File: src/rtl/ysyx_23060187_ifu_fetch.sv
// Multi-cycle instruction fetch unit: one outstanding 32-bit read per instruction,
// result handed to the IDU over valid/ready, next PC supplied by write-back.
module ysyx_23060187_ifu_fetch #(
    parameter logic [31:0] RESET_PC = 32'h8000_0000,
    parameter logic [31:0] NOP_INST = 32'h0000_0013
) (
    input  logic        clk,
    input  logic        rst,
    output logic        ifu_mem_req,
    output logic [31:0] ifu_mem_addr,
    input  logic        mem_ifu_gnt,
    input  logic        mem_ifu_rvalid,
    input  logic [31:0] mem_ifu_rdata,
    input  logic        mem_ifu_err,
    output logic        IFU_IDU_valid,
    input  logic        IDU_IFU_ready,
    output logic [31:0] IFU_IDU_inst,
    output logic [31:0] IFU_IDU_pc,
    output logic        IFU_IDU_fault,
    input  logic        WBU_IFU_valid,
    input  logic [31:0] WBU_IFU_pc
);

    typedef enum logic [1:0] {
        REQ,
        WAIT_RSP,
        SEND,
        WAIT_PC
    } state_t;

    state_t      state_q, state_d;
    logic [31:0] pc_q, pc_d;
    logic [31:0] inst_q, inst_d;
    logic [31:0] out_pc_q, out_pc_d;
    logic        fault_q, fault_d;
    logic        pc_misaligned;

    assign pc_misaligned = (pc_q[1:0] != 2'b00);

    always_ff @(posedge clk) begin
        if (rst) begin
            state_q  <= REQ;
            pc_q     <= RESET_PC;
            inst_q   <= NOP_INST;
            out_pc_q <= RESET_PC;
            fault_q  <= 1'b0;
        end else begin
            state_q  <= state_d;
            pc_q     <= pc_d;
            inst_q   <= inst_d;
            out_pc_q <= out_pc_d;
            fault_q  <= fault_d;
        end
    end

    always_comb begin
        state_d  = state_q;
        pc_d     = pc_q;
        inst_d   = inst_q;
        out_pc_d = out_pc_q;
        fault_d  = fault_q;
        case (state_q)
            REQ: begin
                // A misaligned PC never reaches the bus; it is reported as a fault instead.
                if (pc_misaligned) begin
                    inst_d   = NOP_INST;
                    out_pc_d = pc_q;
                    fault_d  = 1'b1;
                    state_d  = SEND;
                end else if (mem_ifu_gnt) begin
                    state_d = WAIT_RSP;
                end
            end
            WAIT_RSP: begin
                if (mem_ifu_rvalid) begin
                    out_pc_d = pc_q;
                    fault_d  = mem_ifu_err;
                    inst_d   = mem_ifu_err ? NOP_INST : mem_ifu_rdata;
                    state_d  = SEND;
                end
            end
            SEND: begin
                if (IDU_IFU_ready) begin
                    state_d = WAIT_PC;
                end
            end
            WAIT_PC: begin
                if (WBU_IFU_valid) begin
                    pc_d    = WBU_IFU_pc;
                    state_d = REQ;
                end
            end
            default: state_d = REQ;
        endcase
    end

    assign ifu_mem_req   = (state_q == REQ) && !pc_misaligned;
    assign ifu_mem_addr  = pc_q;
    assign IFU_IDU_valid = (state_q == SEND);
    assign IFU_IDU_inst  = inst_q;
    assign IFU_IDU_pc    = out_pc_q;
    assign IFU_IDU_fault = fault_q;

endmodule

File: config.mk
export PLATFORM = sky130hd
export DESIGN_NAME = ysyx_23060187_ifu_fetch
export DESIGN_NICKNAME = d
export VERILOG_FILES = /design/src/rtl/ysyx_23060187_ifu_fetch.sv
export SDC_FILE = /design/constraint.sdc
export NUM_CORES = 1
export LEC_CHECK = 0
export ABC_CLOCK_PERIOD_IN_PS = 2100
export CAP_MARGIN = 20
export CORE_UTILIZATION = 43
export DETAILED_ROUTE_END_ITERATION = 7
export PLACE_DENSITY_LB_ADDON = 0.08
export SYNTH_ARGS = -nofsm -noshare
export SYNTH_HDL_FRONTEND = slang
export SYNTH_SLANG_ARGS = --single-unit
export TNS_END_PERCENT = 20
File: constraint.sdc
create_clock -name clk -period 2.1 [get_ports clk]
set_input_delay 0.42 -clock clk [delete_from_list [all_inputs] [get_ports clk]]
set_output_delay 0.42 -clock clk [all_outputs]
set_load 0.03 [all_outputs]
# Word level (Yosys, flattened, before mapping)
# Index checks and enable logic that the tools add are counted.
[totals] reg_bits=99 latch_bits=0 ram_bits=0 mem_bits_ro=0 inputBits=71 mem_count=0
[op_classes] addsub=0 multipliers=0 div=0 order_cmp=0 eq_ne=8 shift=0 mux=16 bitwise=0 reduce_logical=8
[ops] op="2-to-1 mux 32 bit" count=5
[ops] op="case mux 32 bit (2 select lines)" count=2
[ops] op="2-to-1 mux 2 bit" count=5
[ops] op="case mux 2 bit (4 select lines)" count=1
[ops] op="!= test 2 bit (second input constant)" count=3
[ops] op="== test 2 bit (second input constant)" count=2
[ops] op="AND reduction 4 bit" count=1
[ops] op="nonzero test 2 bit" count=2
[ops] op="!= test 3 bit (second input constant)" count=1
[ops] op="AND reduction 3 bit" count=1
[ops] op="== test 2 x 1 -> 1 bit (second input constant)" count=1
[ops] op="zero test 2 bit" count=1
[ops] op="2-to-1 mux 1 bit" count=2
[ops] op="!= test 2 x 1 -> 1 bit (second input constant)" count=1
[ops] op="case mux 1 bit (2 select lines)" count=1
[ops] op="AND reduction 2 bit" count=1
[ops] op="logical AND 1 bit" count=1
[ops] op="zero test 1 bit" count=1

# Depth between registers and ports, before layout
# Gate-level depths: netlist (run 1).
[logic_depth] ltp_word=3 depth_mapped=8

# Worst setup path after synthesis (run 1)
# Ideal clock, no wire load.
[synth_timing] kind="register to output" startpoint="register state_q[0]" endpoint="output ifu_mem_req" arrival_time_ns=1.373 t_required_ns=1.680 path_slack_ns=0.307 stages_incl_launch_ff=7 n_path_buf=2 path_cell_list="dfxtp_1 -> inv_1 -> ha_1 -> or3b_1 -> inv_2 -> buf_6 -> buf_8"
[synth_via] elab_chain_cells=2
[synth_rtl] item="from (decl)" line_no="31" text="state_t state_q, state_d;"
[synth_rtl] item="from (signal assigned)" line_no="48" text="state_q <= state_d;"
[synth_rtl] item="zero test 2 bit" line_no="97" text="assign ifu_mem_req = (state_q == REQ) && !pc_misaligned;"
[synth_rtl] item="logical AND 1 bit" line_no="97"
[synth_rtl] item="to (decl)" line_no="9" text="output logic ifu_mem_req,"
# No other way between the ends.

# Worst setup path in the final report (run 1)
# Ends and elaborated chain as after synthesis.

==> results of run 1 <==
-- kinds of logic after synthesis --
kind of cell | count (synthesis)
adder cells (fa/ha/maj) | 5
multiplexers | 4
flip-flops | 99
AO/OA/AOI/OAI | 163
buffers and inverters | 53
AND/OR/NAND/NOR | 142
-- through the flow --
stage | power, uW | setup slack [ns]
floorplan | 4150 | 0.307
global placement | 4910 | 0.165
detailed placement | 4960 | 0.117
CTS | 6220 | 0.00123
global route | 6520 | 0.00452
finish | 6230 | 0.0790
-- metal layers --
metal	part of all wire [%]	wire length [um]	vias up	GRT usage, %
met5	0	0	-	0
met4	1.6	184	0	7.92
met3	5.0	594	12	4.30
met2	49	5740	115	39.7
met1	45	5290	1904	29.2
li1	-	-	1961	-
-- worst reg2reg max path, cell delays in order (launching register included) --
cell and delay (ns):
dfxtp_2 0.35, inv_2 0.08, ha_2 0.19, or3b_4 0.41, buf_4 0.15, buf_4 0.22
a21oi_1 0.19, a311oi_2 0.06
-- flip-flops by register name, summed over array words and instances, names as in the netlist --
register,flops
IFU_IDU_fault,1
IFU_IDU_inst,32
IFU_IDU_pc,32
ifu_mem_addr,32
state_q,2
-- synthesized netlist by cell type --
master | number | area, um2
a2111oi_2 | 1 | 15.0
a21oi_1 | 59 | 295
a21oi_2 | 37 | 324
a311oi_2 | 1 | 15.0
and2_1 | 1 | 6.26
buf_1 | 1 | 3.75
buf_12 | 2 | 40.0
buf_2 | 19 | 95.1
buf_4 | 1 | 7.51
buf_6 | 3 | 33.8
buf_8 | 2 | 30.0
clkbuf_1 | 20 | 75.1
dfxtp_1 | 99 | 1980
ha_1 | 5 | 62.6
inv_1 | 4 | 15.0
inv_2 | 1 | 3.75
mux2_1 | 1 | 11.3
mux2_2 | 1 | 11.3
mux2i_1 | 1 | 10.0
mux2i_2 | 1 | 13.8
nand2_1 | 67 | 251
nand2b_1 | 3 | 18.8
nand3_1 | 30 | 150
nand3b_1 | 2 | 15.0
nand4_1 | 29 | 181
nor2_1 | 1 | 3.75
nor2b_1 | 3 | 18.8
nor4_1 | 3 | 18.8
nor4b_1 | 1 | 8.76
o211ai_1 | 1 | 7.51
o21ai_0 | 1 | 5.00
o21ai_1 | 25 | 125
o21ai_2 | 38 | 333
or3b_1 | 1 | 8.76
or3b_2 | 1 | 8.76
-- where the power goes --
| group | internal [uW] | leakage, uW | total (uW) | switching, uW |
|---|---|---|---|---|
| registers | 1980 | 0.000799 | 2060 | 77.6 |
| logic | 929 | 0.00108 | 2900 | 1970 |
| clock network | 615 | 0.000103 | 1260 | 647 |
| total | 3530 | 0.00198 | 6230 | 2700 |
-- path summary, 6_finish.rpt --
check	start	end	slack (ns)
worst max-delay path	state_q[0]$_SDFFE_PP0P_	ifu_mem_req	0.08
worst min-delay path	rst	IFU_IDU_pc[26]$_SDFFE_PP0P_	0.44
worst max register to register	state_q[0]$_SDFFE_PP0P_	IFU_IDU_fault$_SDFFE_PP0P_	0.32
worst min register to register	IFU_IDU_inst[16]$_SDFFE_PP0P_	IFU_IDU_inst[16]$_SDFFE_PP0P_	0.46
-- repair_timing --
item                                    4_1_cts  5_1_grt
resized for setup                             3        6
endpoints found under the setup margin        2        1
buffers inserted                              0        1
-- area by class of cell --
type | count | share of cell area [%]
inverter | 5 | 0.341
sequential | 99 | 31.9
tap | 129 | 2.59
clock inverter | 3 | 0.763
multi-input combinational | 314 | 31.1
timing repair buffer | 192 | 30.9
clock buffer | 12 | 2.49
==> flow_summary.toml, run 1 <==
[hold_path]
min_path_type = "input pin to flip-flop"
hold_depth = 2

[final_layout]
nets = 697
multi_input_area_mm2 = 0.00194
regArea_mm2 = 0.00198
most-common-layout-cells = "166 x clkdlybuf4s50_1, 97 x dfxtp_1, 67 x nand2_1, 59 x a21oi_1, 38 x o21ai_2"
finalInstanceArea_mm2 = 0.00623
fin_util_pct = 66.5
layout.cells.non_filler = 754
synthToLayoutAreaGrowth_pct = 48.1
fill_cells = 837
drive_above_1_share_pct = 20.3
num_antenna_cells = 0
layout_commonest_cell = "clkdlybuf4s50_1"

[worst_setup_path]
path_class = "flip-flop to output port"
crit_path_max_fanout = 4
cp.depth = 5
cp_top_family = "simple AND/OR/NAND/NOR gates"
cp.buffers_inverters = 3
cp-end-kind = "output port"
critPathArrivalTime_ns = 1.60
worst_path_max_delay_cell = "or3b_4"
worstPathCellList = "inv_2 -> ha_2 -> or3b_4 -> inv_4 -> buf_6"
rr_worst_depth = 7
required_ns = 1.68
worstSetupStartpointType = "flip-flop"
critPathMaxStageDelay_ns = 0.41

[clocking]
clk_latency_ns = 0.36
cts_buffers = 9
postCtsHoldBufs = 0
cts_root_buffer = "clkbuf_8"
cts_tree = "yes"
htreeDepth = 3
clock_path_buffers = 2
cts_sinks = 99
clk_pin_slew_ns = 0.09

[drt]
ant_nets = 0
dr.pass1.iters = 4
initialDrtViolationCount = 126
post_drt_wl_per_cell_um = 15.7
routed_wl_mm = 11.8
via_count = 3992
via_per_inst = 5.29
drc = 0

[timing]
rsz0062_at_grt = "false"
max_slew_margin_pct = 72.8
tightest_slew_ns = 0.407
fin_hold_ws_ns = 0.443
fin_skew_ns = 0.0136
finalHoldViolCount = 0
fin_crit_sh_pct = 96.2
setup_violations = 0
slew_viol_final = 0
tns_ns = 0
fin_crit_ns = 2.02
fmaxAchievable_mhz = 495

[outcome]
outcome = "finished clean"

[floorplanning]
row_count = 35
start_util_pct = 44.9
die_w_um = 101
ios = 170
die_h_um = 101
core_mm2 = 0.00937
dieArea_mm2 = 0.0102

[global_route]
grt_pass1_vias = 3821
antenna_found_initial = 0
grt.overflow.total = 0
grtUsageTotal_pct = 23.2
grt_pass1_wl_mm = 18.7
grt_max_degree = 49

[power_and_ir_drop]
leakage_uw = 0.00198
ir_drop_v = 0.000999
powerDensity_mw_per_mm2 = 999

[synth]
seq_area_frac_synth_pct = 47.1
avgSynthCellArea_um2 = 9.02
syn-cell-area_mm2 = 0.00421
synth_xor_area_share_pct = 0
muxShareOfSynthArea_pct = 1.10
syn_inst = 466
synth-seq-cells = 99
synth_compound_area_share_pct = 26.6
synth_top_family_by_area = "compound AO/OA/AOI/OAI gates"
ys_types = 35
synthSimpleGateAreaFrac_pct = 16.4
synth_nets = 542
yosys.area_share.adder_pct = 1.49
yosysWarnings = 0

[place]
numPortBuffers = 169
post_dp_cell_area_mm2 = 0.00601
dpl.cell_count = 738
gp_congestion = 0.800
dp_hpwl_mm = 8.07

[run]
drv_cap = 0
Note: power is estimated with default switching activity, not from simulation.
==> inputs of run 2 (changes only) <==
--- a/config.mk
+++ b/config.mk
@@ -5,7 +5,7 @@
 export SDC_FILE = /design/constraint.sdc
 export NUM_CORES = 1
 export LEC_CHECK = 0
-export ABC_CLOCK_PERIOD_IN_PS = 2100
+export ABC_CLOCK_PERIOD_IN_PS = 2050
 export CAP_MARGIN = 20
 export CORE_UTILIZATION = 43
 export DETAILED_ROUTE_END_ITERATION = 7
==> constraint.sdc (replaced) <==
create_clock -name clk -period 2.05 [get_ports clk]
set_input_delay 0.41 -clock clk [delete_from_list [all_inputs] [get_ports clk]]
set_output_delay 0.41 -clock clk [all_outputs]
set_load 0.03 [all_outputs]
==> run 2 against run 1 <==
  * Register-to-register slack got worse by 0.16 ns
  * Critical path depth did not move
  * Cell area fell by 0.22%
  * Non-clock buffer count fell by 1
  * Largest power group unchanged
  * Cell count fell by 0.27%
  * Global-route usage rose by 0.45 points
  * Highest routed layer unchanged
  * Sequential share of layout area rose by 0.11 points
  * Largest cell class unchanged
  * Clock power fell by 12%
  * Core utilization fell by 0.15 points
  * Routed wire length rose by 0.78%
  * Die area did not move
==> flow_summary.toml, run 2 (synthesis results as in run 1) <==
[outcome]
outcome = "finished clean"

[timing]
fmaxAchievable_mhz = 507
max_slew_margin_pct = 62.0
finalHoldViolCount = 0
rsz0062_at_grt = "false"
slew_viol_final = 0
fin_skew_ns = 0.00866
tightest_slew_ns = 0.569
tns_ns = 0
fin_crit_sh_pct = 96.1
fin_crit_ns = 1.97
setup_violations = 0

[final_layout]
nets = 696
layout_commonest_cell = "clkdlybuf4s50_1"
fin_util_pct = 66.3
num_antenna_cells = 0
drive_above_1_share_pct = 20.2
synthToLayoutAreaGrowth_pct = 47.8
most-common-layout-cells = "166 x clkdlybuf4s50_1, 97 x dfxtp_1, 67 x nand2_1, 59 x a21oi_1, 38 x o21ai_2"

[drt]
via_per_inst = 5.28
routed_wl_mm = 11.9
post_drt_wl_per_cell_um = 15.8
ant_nets = 0
drc = 0
initialDrtViolationCount = 145
dr.pass1.iters = 4
via_count = 3970

[floorplanning]
die_h_um = 101
ios = 170
core_mm2 = 0.00937
dieArea_mm2 = 0.0102
die_w_um = 101
start_util_pct = 44.9
row_count = 35

[clocking]
cts_buffers = 9
cts_root_buffer = "clkbuf_8"
clock_path_buffers = 2
cts_tree = "yes"
clk_latency_ns = 0.35
htreeDepth = 3
clk_pin_slew_ns = 0.09
cts_sinks = 99

[worst_setup_path]
path_class = "flip-flop to output port"
crit_path_max_fanout = 4
cp_top_family = "simple AND/OR/NAND/NOR gates"
required_ns = 1.64
worstSetupStartpointType = "flip-flop"
cp-end-kind = "output port"
critPathArrivalTime_ns = 1.56
cp.buffers_inverters = 3
worstPathCellList = "inv_4 -> ha_4 -> or3b_4 -> clkinv_8 -> buf_8"
worst_path_max_delay_cell = "or3b_4"
critPathMaxStageDelay_ns = 0.43

[power_and_ir_drop]
comb_power_share_pct = 48.6
power_frac_seq_pct = 33.6
p_sw_share_pct = 44.2
switching_power_uw = 2780
leakage_uw = 0.00196
total_power_uw = 6290
p_int_uw = 3510
pwr-share-clk_pct = 17.7
powerDensity_mw_per_mm2 = 1010
ir_drop_v = 0.000850

[global_route]
grt_max_degree = 49
grt.overflow.total = 0
antenna_found_initial = 0
grtUsageTotal_pct = 23.6
grt_pass1_vias = 3866
grt_pass1_wl_mm = 19.0

[place]
gp_congestion = 0.809
dp_hpwl_mm = 8.03
numPortBuffers = 169

[hold_path]
min_path_type = "input pin to flip-flop"

[run]
drv_cap = 0
==> run 2: final cells by class <==
class                   count  area, um2
clock buffers              10        138
clock inverters             4       28.8
fillers                   795       3160
inverters                   5       33.8
multi-input cells         314       1950
flip-flops and latches     99       1990
well taps                 129        161
repair buffers            191       1920
==> run 2: through the flow <==
step	setup slack, ns	cell area [um2]	std cells	hold slack, ns
after floorplan	0.267	4210	466	0.481
after global placement	0.0451	5990	735	0.448
after detailed placement	-0.0278	5990	735	0.452
after CTS	0.000738	6190	749	0.386
after global routing	0.0254	6220	752	0.398
final	0.0793	6220	752	0.403
==> run 2: tightest hold or removal path: cells and delay by family <==
family	cells	cell delay, ns
buffers and inverters	2	0.23
AO/OA/AOI/OAI	1	0.08
==> run 2: path summary, 6_finish.rpt <==
| path | startpoint | endpoint | slack [ns] | cells after the start |
|---|---|---|---|---|
| worst max-delay path | state_q[1]$_SDFFE_PP0P_ | ifu_mem_req | 0.08 | 5 |
| worst max register to register | state_q[1]$_SDFFE_PP0P_ | IFU_IDU_pc[8]$_SDFFE_PP0P_ | 0.16 | 8 |
| worst min-delay path | rst | IFU_IDU_inst[0]$_SDFFE_PP1P_ | 0.40 | 3 |
| worst min register to register | IFU_IDU_inst[25]$_SDFFE_PP0P_ | IFU_IDU_inst[25]$_SDFFE_PP0P_ | 0.46 | 2 |
==> run 2: repair_timing <==
| item | in CTS | in global routing |
|---|---|---|
| hold buffers | 0 | 0 |
| cloned | 0 | 0 |
| buffers inserted | 0 | 3 |
| gates resized for setup | 11 | 4 |
| setup endpoints to repair | 21 | 2 |
==> run 2: power by group through the flow <==
stage	Clock (uW)	Combinational (uW)	Sequential, uW
6_report	1110	3060	2120
5_1_grt	1230	3260	2130
4_1_cts	1140	3010	2110
3_5_place_dp	0	2920	2150
3_3_place_gp	0	2880	2140
2_1_floorplan	0	1940	2310
==> run 2: routing by layer <==
metal	vias up	track usage [%]	part of all wire (%)
met4	0	8.92	1.6
met5	-	0	0
met3	16	4.30	5.3
li1	1956	-	-
met2	121	39.0	48
met1	1877	30.7	45
